## config.mk

```make
export PLATFORM = sky130hd
export DESIGN_NAME = image_ram_writer
export DESIGN_NICKNAME = d
export VERILOG_FILES = /design/src/rtl/image_ram_pkg.sv /design/src/rtl/pix_checksum.sv /design/src/rtl/image_ram_writer.sv
export SDC_FILE = /design/constraint.sdc
export NUM_CORES = 1
export LEC_CHECK = 0
export ABC_AREA = 1
export ABC_CLOCK_PERIOD_IN_PS = 2450
export BUFFER_PORTS_ARGS = -buffer_cell sky130_fd_sc_hd__buf_2
export CAP_MARGIN = 25
export CORE_MARGIN = 8
export CORE_UTILIZATION = 50
export CTS_CLUSTER_SIZE = 16
export DETAILED_ROUTE_END_ITERATION = 8
export GPL_TIMING_DRIVEN = 0
export PLACE_DENSITY = 0.83
export SLEW_MARGIN = 20
export SYNTH_ARGS = -nofsm -noshare
export SYNTH_HDL_FRONTEND = slang
export SYNTH_SLANG_ARGS = --single-unit
```

## constraint.sdc

```tcl
create_clock -name clka -period 2.45 [get_ports clka]
set_clock_uncertainty 0.15 [all_clocks]
set_input_delay 0.49 -clock clka [delete_from_list [all_inputs] [get_ports clka]]
set_output_delay 0.49 -clock clka [all_outputs]
set_load 0.01 [all_outputs]
```

## src/rtl/image_ram_pkg.sv

```systemverilog
// Shared image-buffer constants and writer FSM encoding, used by the RAM writer and reader.
package image_ram_pkg;

  localparam int IMG_ADDR_W     = 16;
  localparam int IMG_DATA_W     = 24;
  localparam int IMG_NUM_PIXELS = 41750;

  typedef enum logic [1:0] {
    IDLE   = 2'd0,
    WRITE  = 2'd1,
    FINISH = 2'd2
  } wr_state_e;

  // Count value held while the final pixel of a full frame is being accepted.
  function automatic int last_pixel_count(input int num_pixels);
    return num_pixels - 1;
  endfunction

endpackage

```

## src/rtl/pix_checksum.sv

```systemverilog
// Modulo-2^W running sum of accepted pixels; zero latency, clear wins over enable.
module pix_checksum #(
  parameter int W = 24
) (
  input  logic         clk,
  input  logic         rst,
  input  logic         clr,
  input  logic         en,
  input  logic [W-1:0] din,
  output logic [W-1:0] sum
);

  always_ff @(posedge clk or posedge rst) begin
    if (rst) begin
      sum <= '0;
    end else if (clr) begin
      sum <= '0;
    end else if (en) begin
      sum <= sum + din;
    end
  end

endmodule

```

## src/rtl/image_ram_writer.sv

```systemverilog
// Streams pixels into RAM port A at sequential addresses, one per handshake; write issued 1 cycle after accept.
// s_ready depends on state only. Optional IMG_WR_CHECKSUM_EN adds a per-frame pixel checksum output.
module image_ram_writer
  import image_ram_pkg::*;
#(
  parameter int ADDR_W     = IMG_ADDR_W,
  parameter int DATA_W     = IMG_DATA_W,
  parameter int NUM_PIXELS = IMG_NUM_PIXELS
) (
  input  logic              clka,
  input  logic              rst,
  input  logic              start,
  input  logic              s_valid,
  input  logic [DATA_W-1:0] s_data,
  input  logic              s_last,
  output logic              s_ready,
  output logic              ena,
  output logic [0:0]        wea,
  output logic [ADDR_W-1:0] addra,
  output logic [DATA_W-1:0] dina,
  output logic              busy,
  output logic              done,
  output logic              short_err,
  output logic [ADDR_W:0]   px_count
`ifdef IMG_WR_CHECKSUM_EN
  ,
  output logic [DATA_W-1:0] checksum
`endif
);

  localparam logic [ADDR_W:0] LAST_CNT = (ADDR_W+1)'(last_pixel_count(NUM_PIXELS));
  localparam logic [ADDR_W:0] CNT_ONE  = (ADDR_W+1)'(1);

  wr_state_e state_q;
  wr_state_e state_d;
  logic      arm;
  logic      accept;
  logic      frame_full;

  // px_count doubles as the next write address: it never exceeds NUM_PIXELS-1 while accepting.
  assign accept     = (state_q == WRITE) && s_valid;
  assign frame_full = (px_count == LAST_CNT);

  always_comb begin
    state_d = state_q;
    s_ready = 1'b0;
    busy    = 1'b0;
    done    = 1'b0;
    arm     = 1'b0;
    case (state_q)
      IDLE: begin
        if (start) begin
          arm     = 1'b1;
          state_d = WRITE;
        end
      end
      WRITE: begin
        s_ready = 1'b1;
        busy    = 1'b1;
        if (s_valid && (frame_full || s_last)) begin
          state_d = FINISH;
        end
      end
      FINISH: begin
        busy    = 1'b1;
        done    = 1'b1;
        state_d = IDLE;
      end
      default: state_d = IDLE;
    endcase
  end

  always_ff @(posedge clka or posedge rst) begin
    if (rst) begin
      state_q <= IDLE;
    end else begin
      state_q <= state_d;
    end
  end

  always_ff @(posedge clka or posedge rst) begin
    if (rst) begin
      ena   <= 1'b0;
      wea   <= 1'b0;
      addra <= '0;
      dina  <= '0;
    end else begin
      ena <= accept;
      wea <= accept;
      if (accept) begin
        addra <= px_count[ADDR_W-1:0];
        dina  <= s_data;
      end
    end
  end

  always_ff @(posedge clka or posedge rst) begin
    if (rst) begin
      px_count  <= '0;
      short_err <= 1'b0;
    end else if (arm) begin
      px_count  <= '0;
      short_err <= 1'b0;
    end else if (accept) begin
      px_count <= px_count + CNT_ONE;
      // s_last on the final pixel of a full frame is a normal end.
      if (s_last && !frame_full) begin
        short_err <= 1'b1;
      end
    end
  end

`ifdef IMG_WR_CHECKSUM_EN
  pix_checksum #(
    .W(DATA_W)
  ) u_checksum (
    .clk (clka),
    .rst (rst),
    .clr (arm),
    .en  (accept),
    .din (s_data),
    .sum (checksum)
  );
`endif

endmodule

```

# Word-level counts from Yosys, hierarchy flattened
# Cells that the tools add are included.
# Widths: inputs -> output; s select.
word_totals:
  reg_bits: 61
  elab_cells: 36
op_classes:
  n_addsub: 1
  eq_ne: 5
  mux: 13
  reduce_logical: 11
op_table:
  columns: ["operator", "n"]
  rows:
  - ["$mux 17", 2]
  - ["$add 17x1->17 const B", 1]
  - ["$eq 17x16->1 const B", 1]
  - ["$mux 1", 8]
  - ["$mux 2", 2]
  - ["$pmux 2 s2", 1]
  - ["$reduce_and 2->1", 2]
  - ["$reduce_bool 2->1", 2]
  - ["$logic_and 1x1->1", 3]
  - ["$eq 2x1->1 const B", 1]
  - ["$eq 2x2->1 const B", 1]
  - ["$logic_not 2->1", 1]
  - ["$ne 2x1->1 const B", 1]
  - ["$ne 2x2->1 const B", 1]
  - ["$reduce_or 2->1", 1]
  - ["$logic_not 1->1", 1]
  - ["$logic_or 1x1->1", 1]

# Logic depth before layout (Yosys ltp)
depth:
  word_depth: 6
  mapped_depth: 12
  ltp_nobuf: 12

# Least setup slack after synthesis
# No wires, ideal clock.
synth_timing:
  path_kind: "flip-flop to flip-flop"
  from: "reg state_q[1]"
  to: "reg px_count[16]"
  t_arrival_ns: 1.444
  required_ns: 2.183
  setup_slack_ns: 0.739
  path_stages_with_launch: 10
  path_buffers: 0
  path_cell_list: "dfrtp_1 -> inv_1 -> ha_1 -> nand2_2 -> clkinv_1 -> nand3_1 -> nor2_2 -> nand3_1 -> nor2_1 -> nor2_1"
synth_between:
  elab_chain_cells: 3
synth_rtl:
  columns: ["element", "line_no", "text"]
  rows:
  - ["from (decl)", "image_ram_writer.sv:34", "wr_state_e state_q;"]
  - ["from (signal assigned)", "image_ram_writer.sv:77", "state_q <= state_d;"]
  - ["$logic_not 2->1 or $eq 2x1->1 (tied branches)", "image_ram_writer.sv:50, image_ram_writer.sv:41", null]
  - ["$mux 1 or $logic_and 1x1->1 (tied branches)", "image_ram_writer.sv:50, image_ram_writer.sv:41", null]
  - ["$mux 17 or $reduce_bool 2->1 (tied branches)", null, null]
  - ["to (signal assigned)", "image_ram_writer.sv:105", "px_count <= px_count + CNT_ONE;"]
  - ["to (decl)", "image_ram_writer.sv:24", "output logic [ADDR_W:0] px_count"]
# Parallel ways exist; a longest one is shown, timed or not.
# A chain may end at the register's enable or synchronous reset.

# Final worst setup path
# Same ends and word-level chain as after synthesis.

==> out/metrics.yaml <==
outcome:
  status: "complete, no violations"
routing:
  drtIter0Drc: 181
  drt_pass1_iterations: 5
  vias_per_cell: 4.81
  vias: 2464
  drc: 0
  wirelength_um: 6980
  wl_per_cell_um: 13.6
  antenna_left: 0
synthesis:
  yosysTopAreaCell: "dfrtp_1"
  synth_fa_ha_area_frac: 0.0277
  synthTopCellsByArea: "dfrtp_1 56%, nand2_1 18%, inv_1 4.0%"
  syn_inst: 331
  synth_area_um2: 2710
  synth-compound-area-share: 0.0687
  yosys_register_bits: 61
  synth_fp_nets: 366
  ys_warn_count: 0
  synth.distinct_cells: 24
  synth_top_family_by_area: "simple AND/OR/NAND/NOR gates"
  synthMuxAreaShare: 0
  ys_seq_area_frac: 0.562
  yosysTopAreaCellShare: 0.562
  syn_area_per_cell_um2: 8.20
  synth_xor_area_frac: 0
  synthSimpleGateAreaFrac: 0.279
cts:
  h-tree-depth: 3
  insertion_delay_ns: 0.33
  cts_buffers: 9
  cts.repair.resized: 0
  clk_pin_slew_ns: 0.07
  cts_buffer_depth: 2
  cts_num_sinks: 61
  root_buffer: "clkbuf_8"
  cts_tree: "yes"
power:
  powerDensity_nw_per_um2: 973
  ir_drop_mv: 0.600
  power.leakage_nw: 1.94
  fin_total_pwr_mw: 3.37
finish:
  final_common_cell: "nand2_1"
  regArea_um2: 1530
  num-fill-cells: 457
  layout.cells.non_filler: 512
  final_util: 0.646
  nNetsFinal: 470
  area_growth_syn_to_layout_pct: 27.8
  diodes: 0
  most-common-layout-cells: "128 x nand2_1, 94 x buf_2, 61 x dfrtp_1"
  multi_input_area_um2: 1020
  drive_gt1_frac: 0.273
global_routing:
  grt_max_degree: 45
  grt_use_total: 0.182
  grt-ovfl-total: 0
  grt_pass1_vias: 2487
  antenna_found_initial: 0
  grt_pass1_wl_um: 11300
floorplanning:
  fp.dieW_um: 89.7
  die_area_um2: 8040
  core_area_um2: 5370
  pin_count: 92
  row_count: 27
  die_h_um: 89.7
  start_util: 0.505
worst_setup_path:
  arrival_ns: 2.07
  end_kind: "flop"
  path_class: "reg2reg"
  cp.required_ns: 2.55
  worstPathMaxFanout: 9
  worst_setup_path_start_kind: "flop"
flow_run:
  cap_violations: 0
timing:
  fin_crit_sh: 0.803
  period_minus_slack_ns: 1.97
  setup_slack_ns: 0.484
  fmax_mhz: 509
  setup_tns_ns: 0
  worst_pin_slew_ns: 0.525
  rsz0062_at_grt: "no"
  slew_headroom: 0.650
  setup_viol: 0
  timing_hold_violations_final: 0
  slew_viol_final: 0
placed_design:
  dp_slack_ns: 0.506
  gp_congestion: 0.909
  hpwl_um: 5210
  io_buffers: 91
  placed_cells: 495
min_path:
  hold_class: "in2reg"
[path summary, 6_finish.rpt]
| kind | from | depth (start not counted) | slack (ns) | endpoint |
|---|---|---|---|---|
| min reg2reg | dina[5]$_DFFE_PP0P_ | 2 | 0.33 | dina[5]$_DFFE_PP0P_ |
| min | s_data[5] | 3 | 0.20 | dina[5]$_DFFE_PP0P_ |
| max | state_q[1]$_DFFE_PP0P_ | 10 | 0.48 | px_count[16]$_DFFE_PP0P_ |
| max in group asynchronous | rst | 4 | 1.14 | px_count[15]$_DFFE_PP0P_ |
| min in group asynchronous | rst | 3 | 0.51 | dina[14]$_DFFE_PP0P_ |
| max reg2reg | state_q[1]$_DFFE_PP0P_ | 10 | 0.48 | px_count[16]$_DFFE_PP0P_ |
[area by class of cell]
class | count | share of cell area
buffer | 12 | 0.0151
clock buffer | 12 | 0.0447
clock inverter | 4 | 0.00649
inverter | 31 | 0.0343
multi-input combinational | 227 | 0.294
sequential | 61 | 0.440
tap | 72 | 0.0260
timing repair buffer | 93 | 0.140
[logic make-up after synthesis]
family,after synthesis
adders and majority gates,6
AOI/OAI and AO/OA,36
DFF,61
and+or+nand+nor,185
buffers and inverters,43
[state kept, by name, indices dropped and copies added, names as in the netlist]
signal and count:
addra 16, short_err 1, wea 1, dina 24, px_count 17, state_q 2
[worst max-delay path, stage by stage, from the launching register on]
cell and delay [ns]:
dfrtp_1 0.38, inv_1 0.12, ha_1 0.22, nand2_2 0.13, clkinv_1 0.21, nand3_1 0.12
nor2_2 0.22, nand3_1 0.13, nand2_1 0.08, nand2_1 0.05, nor2_1 0.08
[cell usage after synthesis (all sizes together)]
library cell and instances:
a211oi 1, a21oi 11, nand4 4, a21boi 1
clkbuf 5, dfrtp 61, nor4 1, nor2 31
ha 6, a31oi 1, buf 7, o21ai 22
nand3 13, inv 30, clkinv 1, nand2 131
nor3 5
[routing by layer]
metal	global-route usage	wire, um
met2	0.301	3490
met4	0.0846	100
met1	0.210	2940
met5	0	0
met3	0.0564	447
[power by group]
part / internal [mW] / leakage [nW] / total (mW) / switching (mW)
logic: 0.428 / 1.05 / 1.17 / 0.744
registers: 1.27 / 0.806 / 1.41 / 0.142
clock network: 0.417 / 0.0921 / 0.791 / 0.373
[per-stage QoR]
step | hold WS [ns] | cell area (um^2)
3_5_place_dp | 0.296 | 3280
4_1_cts | 0.197 | 3470
5_1_grt | 0.209 | 3470
3_3_place_gp | 0.308 | 3260
2_1_floorplan | 0.352 | 2710
6_report | 0.204 | 3470
[timing repair]
item | in CTS | in global routing
buffers inserted | 0 | 0
endpoints found under the setup margin | 0 | 0
hold endpoints to repair | 17 | 0
hold buffers | 1 | 0
Power figures use the tool's default switching activity.
